<file path="config.mk">
export PLATFORM = sky130hd
export DESIGN_NAME = mer_measurement_sequencer
export DESIGN_NICKNAME = d
export VERILOG_FILES = /design/src/rtl/mer_meas_pkg.sv /design/src/rtl/mer_measurement_sequencer_sat_accumulator.sv /design/src/rtl/mer_measurement_sequencer.sv
export SDC_FILE = /design/constraint.sdc
export NUM_CORES = 1
export LEC_CHECK = 0
export BUFFER_PORTS_ARGS = -buffer_cell sky130_fd_sc_hd__buf_2
export CAP_MARGIN = 20
export CORE_MARGIN = 2
export CORE_UTILIZATION = 56
export CTS_CLUSTER_DIAMETER = 200
export DETAILED_ROUTE_END_ITERATION = 10
export PLACE_DENSITY = 0.88
export SYNTH_ARGS = -nofsm -noshare
export SYNTH_HDL_FRONTEND = slang
export SYNTH_SLANG_ARGS = --single-unit
</file>
<file path="constraint.sdc">
create_clock -name clk -period 4.8 [get_ports clk]
set_input_delay 0.24 -clock clk [delete_from_list [all_inputs] [get_ports clk]]
set_output_delay 0.24 -clock clk [all_outputs]
set_load 0.02 [all_outputs]
</file>
<file path="src/rtl/mer_meas_pkg.sv">
// mer_meas_pkg: shared state encoding and default saturation limits for the MER sequencer
package mer_meas_pkg;
  typedef enum logic [1:0] {IDLE = 2'd0, ARM = 2'd1, ACCUM = 2'd2, DONE = 2'd3} state_t;
  localparam int DEF_ACC_W = 48;
  localparam int DEF_CNT_W = 24;
  localparam logic [DEF_ACC_W-1:0] DEF_ACC_MAX = {DEF_ACC_W{1'b1}};
  localparam logic [DEF_CNT_W-1:0] DEF_CNT_MAX = {DEF_CNT_W{1'b1}};
endpackage

</file>
<file path="src/rtl/mer_measurement_sequencer_sat_accumulator.sv">
// sat_accumulator: saturating unsigned accumulator with sticky saturation flag
//   clk, reset (async active-low), clr (sync clear), en (add din), din, acc (total), sat (sticky)
module sat_accumulator #(
  parameter int IN_W  = 36,
  parameter int ACC_W = 48
) (
  input  logic             clk,
  input  logic             reset,
  input  logic             clr,
  input  logic             en,
  input  logic [IN_W-1:0]  din,
  output logic [ACC_W-1:0] acc,
  output logic             sat
);
  // one guard bit above the wider operand so any carry past ACC_W is visible
  localparam int SW = (IN_W > ACC_W ? IN_W : ACC_W) + 1;
  logic [SW-1:0] w_sum;
  logic          w_ovf;
  assign w_sum = SW'(acc) + SW'(din);
  assign w_ovf = |w_sum[SW-1:ACC_W];
  always_ff @(posedge clk or negedge reset) begin
    if (!reset) begin
      acc <= '0;
      sat <= 1'b0;
    end else if (clr) begin
      acc <= '0;
      sat <= 1'b0;
    end else if (en) begin
      acc <= w_ovf ? '1 : w_sum[ACC_W-1:0];
      sat <= sat | w_ovf;
    end
  end
endmodule

</file>
<file path="src/rtl/mer_measurement_sequencer.sv">
// mer_measurement_sequencer: LFSR-period-aligned error/reference power accumulation for MER
//   in : clk, reset (async active-low), sym_clk_en, start, abort, cycle_pulse, err_sq, ref_sq
//   out: busy, acc_active, err_acc, ref_acc, sym_count, overflow, result_valid
module mer_measurement_sequencer
  import mer_meas_pkg::*;
#(
  parameter int SQ_W    = 36,
  parameter int ACC_W   = DEF_ACC_W,
  parameter int CNT_W   = DEF_CNT_W,
  parameter int WINDOWS = 1
) (
  input  logic             clk,
  input  logic             reset,
  input  logic             sym_clk_en,
  input  logic             start,
  input  logic             abort,
  input  logic             cycle_pulse,
  input  logic [SQ_W-1:0]  err_sq,
  input  logic [SQ_W-1:0]  ref_sq,
  output logic             busy,
  output logic             acc_active,
  output logic [ACC_W-1:0] err_acc,
  output logic [ACC_W-1:0] ref_acc,
  output logic [CNT_W-1:0] sym_count,
  output logic             overflow,
  output logic             result_valid
);
  localparam int WIN_W = $clog2(WINDOWS + 1);
  state_t           r_state;
  logic [WIN_W-1:0] r_win;
  logic             w_qual, w_last, w_clr, w_err_sat, w_ref_sat;
  assign w_qual = sym_clk_en & cycle_pulse;
  // the boundary that closes the final window ends the measurement and is not summed
  assign w_last = (r_state == ACCUM) && w_qual && (r_win == WIN_W'(1));
  assign w_clr  = abort || (start && (r_state == IDLE || r_state == DONE));
  assign acc_active = !abort && sym_clk_en &&
                      ((r_state == ARM && cycle_pulse) || (r_state == ACCUM && !w_last));
  assign overflow = w_err_sat | w_ref_sat;
  always_ff @(posedge clk or negedge reset) begin
    if (!reset) begin
      r_state      <= IDLE;
      r_win        <= '0;
      busy         <= 1'b0;
      result_valid <= 1'b0;
    end else if (abort) begin
      r_state      <= IDLE;
      r_win        <= '0;
      busy         <= 1'b0;
      result_valid <= 1'b0;
    end else if (w_clr) begin
      r_state      <= ARM;
      busy         <= 1'b1;
      result_valid <= 1'b0;
    end else if (r_state == ARM && w_qual) begin
      r_state <= ACCUM;
      r_win   <= WIN_W'(WINDOWS);
    end else if (r_state == ACCUM && w_qual) begin
      r_win <= r_win - WIN_W'(1);
      if (w_last) begin
        r_state      <= DONE;
        busy         <= 1'b0;
        result_valid <= 1'b1;
      end
    end
  end
  always_ff @(posedge clk or negedge reset) begin
    if (!reset) sym_count <= '0;
    else if (w_clr) sym_count <= '0;
    else if (acc_active && sym_count != '1) sym_count <= sym_count + CNT_W'(1);
  end
  sat_accumulator #(.IN_W(SQ_W), .ACC_W(ACC_W)) u_err (
    .clk(clk), .reset(reset), .clr(w_clr), .en(acc_active), .din(err_sq), .acc(err_acc), .sat(w_err_sat)
  );
  sat_accumulator #(.IN_W(SQ_W), .ACC_W(ACC_W)) u_ref (
    .clk(clk), .reset(reset), .clr(w_clr), .en(acc_active), .din(ref_sq), .acc(ref_acc), .sat(w_ref_sat)
  );
endmodule
</file>
==> reports/metrics.cfg, run 1 <==
[status]
status = finished, final reports clean

[sta]
rsz0062_at_grt = no
hold_violations = 0
timing.fmax_mhz = 262
holdWs_ns = 0.140
tns_ns = 0
fin_skew_ns = 0.00858
maxSlewHeadroom_pct = 29.3
final_max_slew_viol_count = 0
min_period_ns = 3.81
min_period_over_period_pct = 79.4
max_slew.worst_pin.slew_ns = 1.06
setup_viol = 0

[logic_synthesis]
yosysWarnings = 0
ys_seq_area_share_pct = 32.3
netlist_instances = 1120
ys_ff_latch = 127
syn_area_um2 = 9840
synth-edff-count = 0
synth_flop_cell = dfrtp_1
synth_area_per_cell_um2 = 8.79
synth_nets = 1275
synthDistinctLibCells = 85
async_flop_share_pct = 100

[layout]
area_growth_pct = 17.5
utilization_pct = 67.1
nets = 1446
layout-drive-gt1-share_pct = 23.0
nFillCells = 1383

[power_and_ir_drop]
p_per_area_nw_per_um2 = 260
p_int_w = 0.00213
p_switching_w = 0.000887
p_leak_nw = 5.72
power_frac_clock_pct = 45.4
p_total_w = 0.00301
pwr-share-comb_pct = 17.6
swShare_pct = 29.4
seq_power_share_pct = 37.0
ir_drop_mv = 0.272

[clock_network]
post_cts_buffers = 0
numCtsBuffers = 17
clkTransAtPathRegs_ns = 0.06
h-tree-depth = 4
insertion_delay_ns = 0.42
clockBufferDepth = 2
root_buffer = clkbuf_16
cts.sinks = 127
cts_tree = yes

[setup_path]
start_kind = flip-flop
endpoint = u_err.acc[8]
criticalPathCategory = flip-flop to flip-flop
rr_endpoint = u_err.acc[8]
path_depth = 11
path_buf_inv = 0
crit_chain = ha_1 > fa_1 > a21oi_1 > o21ai_0 > a21oi_1 > o21ai_0 > a21bo_2 > a211oi_4 > nor3_4 > nand2_1 > a31oi_1
crit_start = u_err.acc[0]
worstReg2RegStart = u_err.acc[0]
critPathMaxFanout = 23
reg2reg_depth = 11
r2r_slack_ns = 0.99
crit_family = compound AO/OA/AOI/OAI gates
max_stage_delay_ns = 0.73
end_kind = flip-flop
worstPathArrival_ns = 4.06
crit_required_ns = 5.05
critPathSlowestCell = nand2_1

[drt]
firstDrtPassIters = 5
vias_per_cell = 6.20
drc = 0
ant_nets = 0
wire_per_inst_um = 18.0
drt-total-wl_mm = 27.5
num_vias = 9487
drtIter0Drc = 846

[global_routing]
grt_max_degree = 74
grt.total_usage_pct = 29.6
gr-total-overflow = 0
grt_first_pass_wirelength_mm = 44.3
grt_pass1_vias = 8976
antenna_found_initial = 0

[place]
gp_congestion = 0.953
hpwl_mm = 20.1
io_buffers = 201

[die]
dieArea_um2 = 18700
core-area_um2 = 17200
ios = 202
start_util_pct = 57.1
rows = 48
die_w_um = 137
dieHeight_um = 137

[min_path]
worstHoldPathType = input pin to flip-flop

[job]
max_cap_viol_count = 0

## power groups by stage
stage	registers, W	clock network [W]	logic (W)
after CTS	0.00111	0.00138	0.000526
after floorplan	0.00115	0	0.000339
after global placement	0.00113	0	0.000513
after global routing	0.00112	0.00144	0.000585
after detailed placement	0.00113	0	0.000522
final	0.00111	0.00137	0.000530
## cells in the final DEF, fill, tap and decap left out, types with 10 or more instances in the layout
| cell | Yosys | layout |
|---|---|---|
| nor2_1 | 76 | 76 |
| dfrtp_1 | 127 | 127 |
| and2_1 | 12 | 12 |
| or3_1 | 11 | 11 |
| xnor2_1 | 44 | 44 |
| nand3_1 | 35 | 35 |
| a211oi_1 | 11 | 11 |
| and3_1 | 17 | 17 |
| nand4_1 | 21 | 21 |
| xor2_1 | 42 | 42 |
| nor3_1 | 17 | 17 |
| ha_1 | 75 | 75 |
| inv_1 | 21 | 21 |
| a21o_1 | 37 | 37 |
| nand2_1 | 77 | 77 |
| a21oi_1 | 128 | 127 |
| o21ai_0 | 113 | 113 |
| clkbuf_16 | 0 | 17 |
| a31oi_4 | 10 | 10 |
| o21bai_1 | 12 | 12 |
| buf_2 | 8 | 200 |
| a31oi_1 | 48 | 48 |
## worst min-delay path, cell delays in order
cell and delay [ns]:
buf_2 0.13, nand3_1 0.07, a21oi_1 0.07
## Yosys cell counts, types with 4 or more instances
library cell | instances | area share [%]
a21oi_1 | 128 | 6.5
dfrtp_1 | 127 | 32
o21ai_0 | 113 | 5.7
nand2_1 | 77 | 2.9
nor2_1 | 76 | 2.9
ha_1 | 75 | 9.5
a31oi_1 | 48 | 3.1
xnor2_1 | 44 | 3.9
clkbuf_1 | 42 | 1.6
xor2_1 | 42 | 3.7
a21o_1 | 37 | 2.8
nand3_1 | 35 | 1.8
inv_1 | 21 | 0.80
nand4_1 | 21 | 1.3
and3_1 | 17 | 1.1
nor3_1 | 17 | 0.86
and2_1 | 12 | 0.76
o21bai_1 | 12 | 0.92
a211oi_1 | 11 | 0.84
or3_1 | 11 | 0.70
a31oi_4 | 10 | 2.2
a211oi_2 | 8 | 1.0
buf_2 | 8 | 0.41
nor2b_1 | 8 | 0.51
o211ai_1 | 8 | 0.61
o21a_1 | 7 | 0.53
o31ai_1 | 6 | 0.46
nand2b_1 | 5 | 0.32
or2_2 | 5 | 0.32
and4_1 | 4 | 0.36
nor4_1 | 4 | 0.25
## flip-flops by register name, indices dropped and copies added, names as in the netlist
signal and count:
busy 1, r_state 2, r_win 1, result_valid 1, sym_count 24, u_err.acc 48, u_err.sat 1, u_ref.acc 48
u_ref.sat 1
## layout make-up
cell class | count | area [um2] | area share, %
Inverter | 21 | 78.8 | 0.681
Antenna cell | 1 | 2.50 | 0.0216
Timing Repair Buffer | 209 | 1070 | 9.26
Sequential cell | 127 | 3180 | 27.5
Multi-Input combinational cell | 915 | 6340 | 54.8
Clock inverter | 14 | 181 | 1.57
Tap cell | 225 | 282 | 2.43
Clock buffer | 18 | 439 | 3.80
## metal layers
layer  share of wire [%]  GRT usage (%)  vias up  wire length, um
li1                    -              -     4518                -
met1                  44           40.1     4537            12200
met2                  46           46.9      366            12500
met3                 7.1           5.00       66             1950
met4                 3.1           12.0        0              849
met5                   0              0        -                0
## worst min-delay path by stage
stage                     slack, ns             to   startpoint  cells past startpoint
after floorplan               -0.06           busy        reset                      0
after global placement         0.22  sym_count[17]        reset                      1
after detailed placement       0.23  sym_count[18]        reset                      1
after CTS                      0.12     r_state[0]        abort                      2
after global routing           0.14           busy        abort                      2
final                          0.14     r_state[1]  cycle_pulse                      3
## cell families (layout without fill, tap and decap cells)
kind of cell,count (synthesis),count (layout),share of synthesized area [%]
muxes,1,1,0.102
other,0,1,0
buffers and inverters,78,262,3.56
and+or+nand+nor,315,315,16.6
adders and majority gates,77,77,9.94
DFF,127,127,32.3
xor gates and xnor gates,86,86,7.65
AOI/OAI and AO/OA,436,436,29.9
## repair_timing
action | CTS | global route
resized for setup | 0 | 0
hold buffers | 1 | 0
hold endpoints to repair | 32 | 0
## metrics by stage
stage / area [um2] / setup WS (ns) / cells
2_1_floorplan: 9840 / 1.73 / 1120
3_3_place_gp: 10900 / 1.26 / 1496
3_5_place_dp: 10900 / 1.06 / 1496
4_1_cts: 11600 / 1.07 / 1529
5_1_grt: 11600 / 0.771 / 1529
6_report: 11600 / 0.990 / 1530
No activity file was read; power rests on OpenSTA's default activity.
==> run 2: changes to the inputs <==
--- a/config.mk
+++ b/config.mk
@@ -5,13 +5,14 @@
 export SDC_FILE = /design/constraint.sdc
 export NUM_CORES = 1
 export LEC_CHECK = 0
+export ABC_AREA = 1
 export BUFFER_PORTS_ARGS = -buffer_cell sky130_fd_sc_hd__buf_2
 export CAP_MARGIN = 20
 export CORE_MARGIN = 2
 export CORE_UTILIZATION = 56
 export CTS_CLUSTER_DIAMETER = 200
 export DETAILED_ROUTE_END_ITERATION = 10
-export PLACE_DENSITY = 0.88
+export PLACE_DENSITY = 0.86
 export SYNTH_ARGS = -nofsm -noshare
 export SYNTH_HDL_FRONTEND = slang
 export SYNTH_SLANG_ARGS = --single-unit
==> constraint.sdc (replaced) <==
create_clock -name clk -period 3.97 [get_ports clk]
set_input_delay 0.1985 -clock clk [delete_from_list [all_inputs] [get_ports clk]]
set_output_delay 0.1985 -clock clk [all_outputs]
set_load 0.02 [all_outputs]
==> run 2 against run 1 <==
Against the previous run: clock-buffer cell count did not move; worst setup slack worse by 0.024 ns; clock power rose by 16%; final area is 31% higher; fmax increased by 27%; critical path type unchanged; highest routed layer unchanged; first-iteration DRC count rose by 40%; synthesized cell count increased by 110%; die area rose by 33%.
==> reports/metrics.cfg, run 2 <==
[status]
status = finished, final reports clean

[setup_path]
worstPathArrival_ns = 3.33
start_kind = flip-flop
end_kind = flip-flop
reg2reg_depth = 14
crit_start = u_err.acc[0]
worstReg2RegStart = u_err.acc[0]
r2r_slack_ns = 0.97
criticalPathCategory = flip-flop to flip-flop
crit_required_ns = 4.29
critPathMaxFanout = 18
rr_endpoint = u_err.acc[10]

[drt]
vias_per_cell = 5.28
met1_length_mm = 18.7
drt-total-wl_mm = 45.0
drc = 0
dr_wl_met3_mm = 3.03
num_vias = 15000
dr.max_layer_used = met4
wire_per_inst_um = 15.9
drtIter0Drc = 1187
ant_nets = 0
wl_met2_mm = 21.1
firstDrtPassIters = 5

[clock_network]
cts_tree = yes
root_buffer = clkbuf_16
insertion_delay_ns = 0.44
cts.sinks = 127
ctsResizeCount = 0
numCtsBuffers = 17
h-tree-depth = 4
clkTransAtPathRegs_ns = 0.07
clockBufferDepth = 2

[die]
die_w_um = 158
dieHeight_um = 158
ios = 202
start_util_pct = 56.6
rows = 56
dieArea_um2 = 24800
core-area_um2 = 23300

[global_routing]
grt_max_degree = 63
grt.total_usage_pct = 36.4
grt_pass1_vias = 14200
grt_first_pass_wirelength_mm = 70.7
antenna_found_initial = 1
gr-total-overflow = 0

[logic_synthesis]
ys_seq_area_share_pct = 24.1
synth_flop_cell = dfrtp_1
synth_area_leaders = nand2_1 28%, dfrtp_1 24%, inv_1 12%
async_flop_share_pct = 100
synth_nets = 2456
netlist_instances = 2301
yosysWarnings = 0
syn_area_um2 = 13200
yosys.area.top_type_share_pct = 28.2
synth-edff-count = 0
yosys.area.top_type = nand2_1
synth_area_per_cell_um2 = 5.73
synthMostInstantiatedCell = nand2_1
ys_ff_latch = 127
yosys-top-cells-count = 992 x nand2_1, 408 x inv_1, 191 x nor2_1
synthDistinctLibCells = 41

[place]
gp_congestion = 0.981
hpwl_mm = 36.0
io_buffers = 201
post_dp_cell_area_um2 = 14500

[power_and_ir_drop]
p_leak_nw = 9.36
p_total_w = 0.00357
p_per_area_nw_per_um2 = 236
ir_drop_mv = 0.159

[layout]
nets = 2657
fin_area_um2 = 15100
largest_registers = u_err.acc x48, u_ref.acc x48, sym_count x24
layout_common_cells = 992 x nand2_1, 408 x inv_1, 200 x buf_2
layout-drive-gt1-share_pct = 12.4
final_common_cell = nand2_1
area_growth_pct = 14.5

[sta]
maxSlewHeadroom_pct = 32.0
rsz0062_at_grt = no
min_period_over_period_pct = 75.7
holdWs_ns = 0.129
timing.fmax_mhz = 333
tns_ns = 0
setup_viol = 0
final_max_slew_viol_count = 0
min_period_ns = 3.00
hold_violations = 0
fin_skew_ns = 0.0129
max_slew.worst_pin.slew_ns = 1.01

[min_path]
worstHoldPathType = input pin to flip-flop
holdPathStages = 4
min-delay-start = err_sq[0]
min_to = u_err.acc[0]

[job]
max_cap_viol_count = 0

[run 2: changes by cell type in the layout (fill, tap and decap cells not counted), moves of 47 or more]
cell | before | now
o21ai_0 | 113 | 47
inv_1 | 21 | 408
nor2_1 | 76 | 191
a31oi_1 | 48 | 1
nand2_1 | 77 | 992
nand3_1 | 35 | 158
a21oi_1 | 127 | 51
[run 2: worst max-delay path by stage]
stage          depth (start not counted)            end
2_1_floorplan                         16  u_err.acc[30]
3_3_place_gp                          15  u_err.acc[29]
3_5_place_dp                          15  u_err.acc[29]
4_1_cts                               15  u_err.acc[29]
5_1_grt                               14  u_err.acc[10]
6_report                              14  u_err.acc[10]
[run 2: power breakdown]
group	total (W)	internal, W	leakage (nW)	switching, W
Combinational	0.000634	0.000203	7.33	0.000431
Sequential	0.00135	0.00132	1.77	0.0000289
Clock	0.00159	0.000871	0.264	0.000721
Total	0.00357	0.00239	9.36	0.00118
[run 2: routing by layer]
metal	vias up	track usage, %
met1	6816	44.9
met5	-	0
met2	599	61.9
met3	130	5.26
li1	7415	-
met4	0	18.7
[run 2: timing repair]
item	CTS	global route
hold buffers	1	0
setup buffers	0	0
hold endpoints to repair	60	0
[run 2: area by class of cell]
cell class                 instances  area (um2)
fill                            2333        8220
inverter                         420        1580
sequential                       127        3180
timing repair buffer             214        1150
clock inverter                    14         131
antenna                            1        2.50
clock buffer                      18         429
multi-input combinational       1722        8240
tap                              319         399
[run 2: cell families after synthesis]
group | after synthesis | share of synthesized area [%]
AND/OR/NAND/NOR | 1452 | 45.3
XOR/XNOR | 61 | 4.05
adder cells (fa/ha/maj) | 77 | 7.42
buffers and inverters | 452 | 13.5
AO/OA/AOI/OAI | 132 | 5.64
flip-flops | 127 | 24.1
[run 2: per-stage QoR]
| step | std cells | util (%) | setup slack [ns] |
|---|---|---|---|
| after global routing | 2835 | 64.8 | 0.772 |
| final | 2835 | 64.8 | 0.966 |
| after floorplan | 2301 | - | 1.60 |
| after global placement | 2801 | 62.3 | 1.18 |
| after CTS | 2834 | 64.7 | 1.02 |
| after detailed placement | 2801 | 62.3 | 1.07 |
[run 2: worst max-delay path: stages (launching register included)]
cell	delay [ns]
dfrtp_1	0.40
ha_1	0.27
fa_1	0.46
nand3_1	0.13
nand3_2	0.12
nand2_1	0.11
nand2_2	0.08
nand2_1	0.08
nand2_2	0.07
nand2_1	0.09
inv_2	0.05
nor2_4	0.44
inv_2	0.28
o21ai_0	0.22
nand2_1	0.08
==> run 3: changes to the inputs <==
--- a/config.mk
+++ b/config.mk
@@ -5,14 +5,14 @@
 export SDC_FILE = /design/constraint.sdc
 export NUM_CORES = 1
 export LEC_CHECK = 0
-export ABC_AREA = 1
+export ABC_AREA = 0
 export BUFFER_PORTS_ARGS = -buffer_cell sky130_fd_sc_hd__buf_2
 export CAP_MARGIN = 20
 export CORE_MARGIN = 2
-export CORE_UTILIZATION = 56
+export CORE_UTILIZATION = 51
 export CTS_CLUSTER_DIAMETER = 200
 export DETAILED_ROUTE_END_ITERATION = 10
-export PLACE_DENSITY = 0.86
+export PLACE_DENSITY = 0.85
 export SYNTH_ARGS = -nofsm -noshare
 export SYNTH_HDL_FRONTEND = slang
 export SYNTH_SLANG_ARGS = --single-unit
==> constraint.sdc (replaced) <==
create_clock -name clk -period 2.7 [get_ports clk]
set_input_delay 0.135 -clock clk [delete_from_list [all_inputs] [get_ports clk]]
set_output_delay 0.135 -clock clk [all_outputs]
set_load 0.02 [all_outputs]
==> run 3 against run 2 <==
Against the previous run: the flow now finishes with violations (negative setup slack); sequential power is 47% higher; critical path depth fell by 3; sequential cell count stayed put; routed wire length fell by 22%; critical endpoint is now u_err.acc[47]; largest cell class unchanged.
==> reports/metrics.cfg, run 3 (same netlist as run 1, synthesis figures left out) <==
[layout]
largest_registers = u_err.acc x48, u_ref.acc x48, sym_count x24
area_growth_pct = 41.9
utilization_pct = 74.2
layout-drive-gt1-share_pct = 40.3
layout_common_cells = 200 x buf_2, 143 x buf_4, 122 x dfrtp_1
nets = 1607
multiInputGateArea_um2 = 7310
nFillCells = 1201
seqCellArea_um2 = 3180
fin_area_um2 = 14000
final_common_cell = buf_2

[setup_path]
reg2reg_depth = 11
start_kind = flip-flop
path_buf_inv = 2
max_stage_delay_ns = 0.49
crit_start = u_err.acc[8]
crit_required_ns = 2.98
worstReg2RegStart = u_err.acc[8]
path_depth = 11
critPathSlowestCell = o211ai_1
r2r_slack_ns = -0.40
endpoint = u_err.acc[47]
crit_family = compound AO/OA/AOI/OAI gates
worstPathArrival_ns = 3.38
end_kind = flip-flop
criticalPathCategory = flip-flop to flip-flop
crit_chain = ha_4 > a21oi_1 > o211ai_1 > o211ai_1 > a211oi_2 > buf_4 > nor4b_4 > nor3_2 > buf_4 > nor3b_4 > a211oi_2
rr_endpoint = u_err.acc[47]
critPathMaxFanout = 4

[power_and_ir_drop]
p_per_area_nw_per_um2 = 401
ir_drop_mv = 0.448
pwr-share-comb_pct = 22.9
seq_power_share_pct = 35.4
p_int_w = 0.00383
swShare_pct = 31.6
p_leak_nw = 6.60
power_frac_clock_pct = 41.7
p_switching_w = 0.00177

[drt]
wire_per_inst_um = 20.5
vias_per_cell = 6.35
drt-total-wl_mm = 35.3
num_vias = 11000
firstDrtPassIters = 6
drc = 0
drtIter0Drc = 1124
ant_nets = 0

[die]
rows = 50
dieHeight_um = 143
start_util_pct = 52.3
core-area_um2 = 18800
dieArea_um2 = 20400
ios = 202
die_w_um = 143

[place]
hpwl_mm = 22.1
gp_congestion = 0.970
post_dp_cell_area_um2 = 12100
io_buffers = 201

[global_routing]
grt_first_pass_wirelength_mm = 50.7
grt_pass1_vias = 10200
grt.total_usage_pct = 31.1
grt_max_degree = 124
antenna_found_initial = 2
gr-total-overflow = 0

[min_path]
worstHoldPathType = input pin to flip-flop

[sta]
final.setup.worst_slack_ns = -0.405
hold_violations = 0
timing.fmax_mhz = 322
min_period_over_period_pct = 115
min_period_ns = 3.10
maxSlewHeadroom_pct = 44.7
max_slew.worst_pin.slew_ns = 0.830
fin_skew_ns = 0.0118
final_max_slew_viol_count = 0
rsz0062_at_grt = yes
setup_viol = 95

[clock_network]
cts.sinks = 127
cts_tree = yes
h-tree-depth = 4
clockBufferDepth = 2
root_buffer = clkbuf_16
insertion_delay_ns = 0.44
numCtsBuffers = 17
clkTransAtPathRegs_ns = 0.07

[status]
status = finished with violations
violations = negative setup slack

[job]
max_cap_viol_count = 0

==> run 3: changes by cell type in the layout (fill, tap and decap cells not counted), sizes merged, moves of 17 or more <==
cell	before	now
nor2	203	78
a21o	0	37
a211oi	0	20
nand4	39	22
a31oi	1	58
xnor2	10	44
o21ai	63	117
buf	213	368
nand2	1011	77
nand3	168	35
and3	1	19
a21oi	54	131
inv	425	25
==> run 3: timing repair <==
| item | CTS | global route |
|---|---|---|
| hold endpoints to repair | 33 | 0 |
| cloned | 2 | 1 |
| setup endpoints to repair | 94 | 104 |
| pin swaps | 25 | 43 |
| setup buffers | 25 | 12 |
| gates resized for setup | 54 | 104 |
| hold buffers | 1 | 0 |
==> run 3: worst min path at each step <==
stage | from | endpoint | slack [ns] | cells after the start
final | abort | r_state[0] | 0.01 | 2
after global routing | cycle_pulse | r_state[1] | 0.03 | 3
after CTS | abort | r_state[0] | 0.01 | 2
after detailed placement | reset | u_ref.acc[15] | 0.15 | 1
after global placement | reset | u_ref.acc[13] | 0.14 | 1
after floorplan | reset | busy | -0.16 | 0
==> run 3: routing by layer <==
layer / up-vias / GRT usage, % / share of wire [%]
li1: 4860 / - / -
met1: 5187 / 38.8 / 39
met2: 723 / 49.9 / 47
met3: 188 / 6.54 / 8.6
met4: 2 / 17.9 / 5.8
met5: - / 0 / 0.048
==> run 3: worst register-to-register path: stages, from the launching register on <==
cell and delay, ns:
dfrtp_1 0.41, ha_4 0.30, a21oi_1 0.07, o211ai_1 0.49, o211ai_1 0.30, a211oi_2 0.30, buf_4 0.18, nor4b_4 0.05
nor3_2 0.27, buf_4 0.19, nor3b_4 0.29, a211oi_2 0.12
==> run 3: final cells by class <==
class | count | area share, %
antenna | 2 | 0.0358
clock buffer | 17 | 3.05
clock inverter | 15 | 1.15
inverter | 21 | 0.564
multi-input combinational | 915 | 52.3
sequential | 127 | 22.8
tap | 260 | 2.33
timing repair buffer | 370 | 17.7
==> run 3: metrics by stage <==
stage               instances  total power [W]  hold slack, ns  TNS (ns)  setup slack [ns]
detailed placement       1659          0.00309           0.147    -12.08            -0.207
CTS                      1718          0.00543          0.0117     -6.56            -0.160
finish                   1727          0.00560          0.0124    -12.75            -0.405
global route             1726          0.00578          0.0265    -23.16            -0.371
floorplan                1120          0.00266          -0.161     -2.07            -0.153
global placement         1659          0.00307           0.138     -2.71           -0.0875
==> run 3: power by group through the flow <==
stage | sequential, W | clock [W] | combinational [W]
floorplan | 0.00205 | 0 | 0.000613
global placement | 0.00201 | 0 | 0.00106
detailed placement | 0.00201 | 0 | 0.00108
CTS | 0.00198 | 0.00233 | 0.00113
global route | 0.00199 | 0.00243 | 0.00136
finish | 0.00198 | 0.00234 | 0.00128
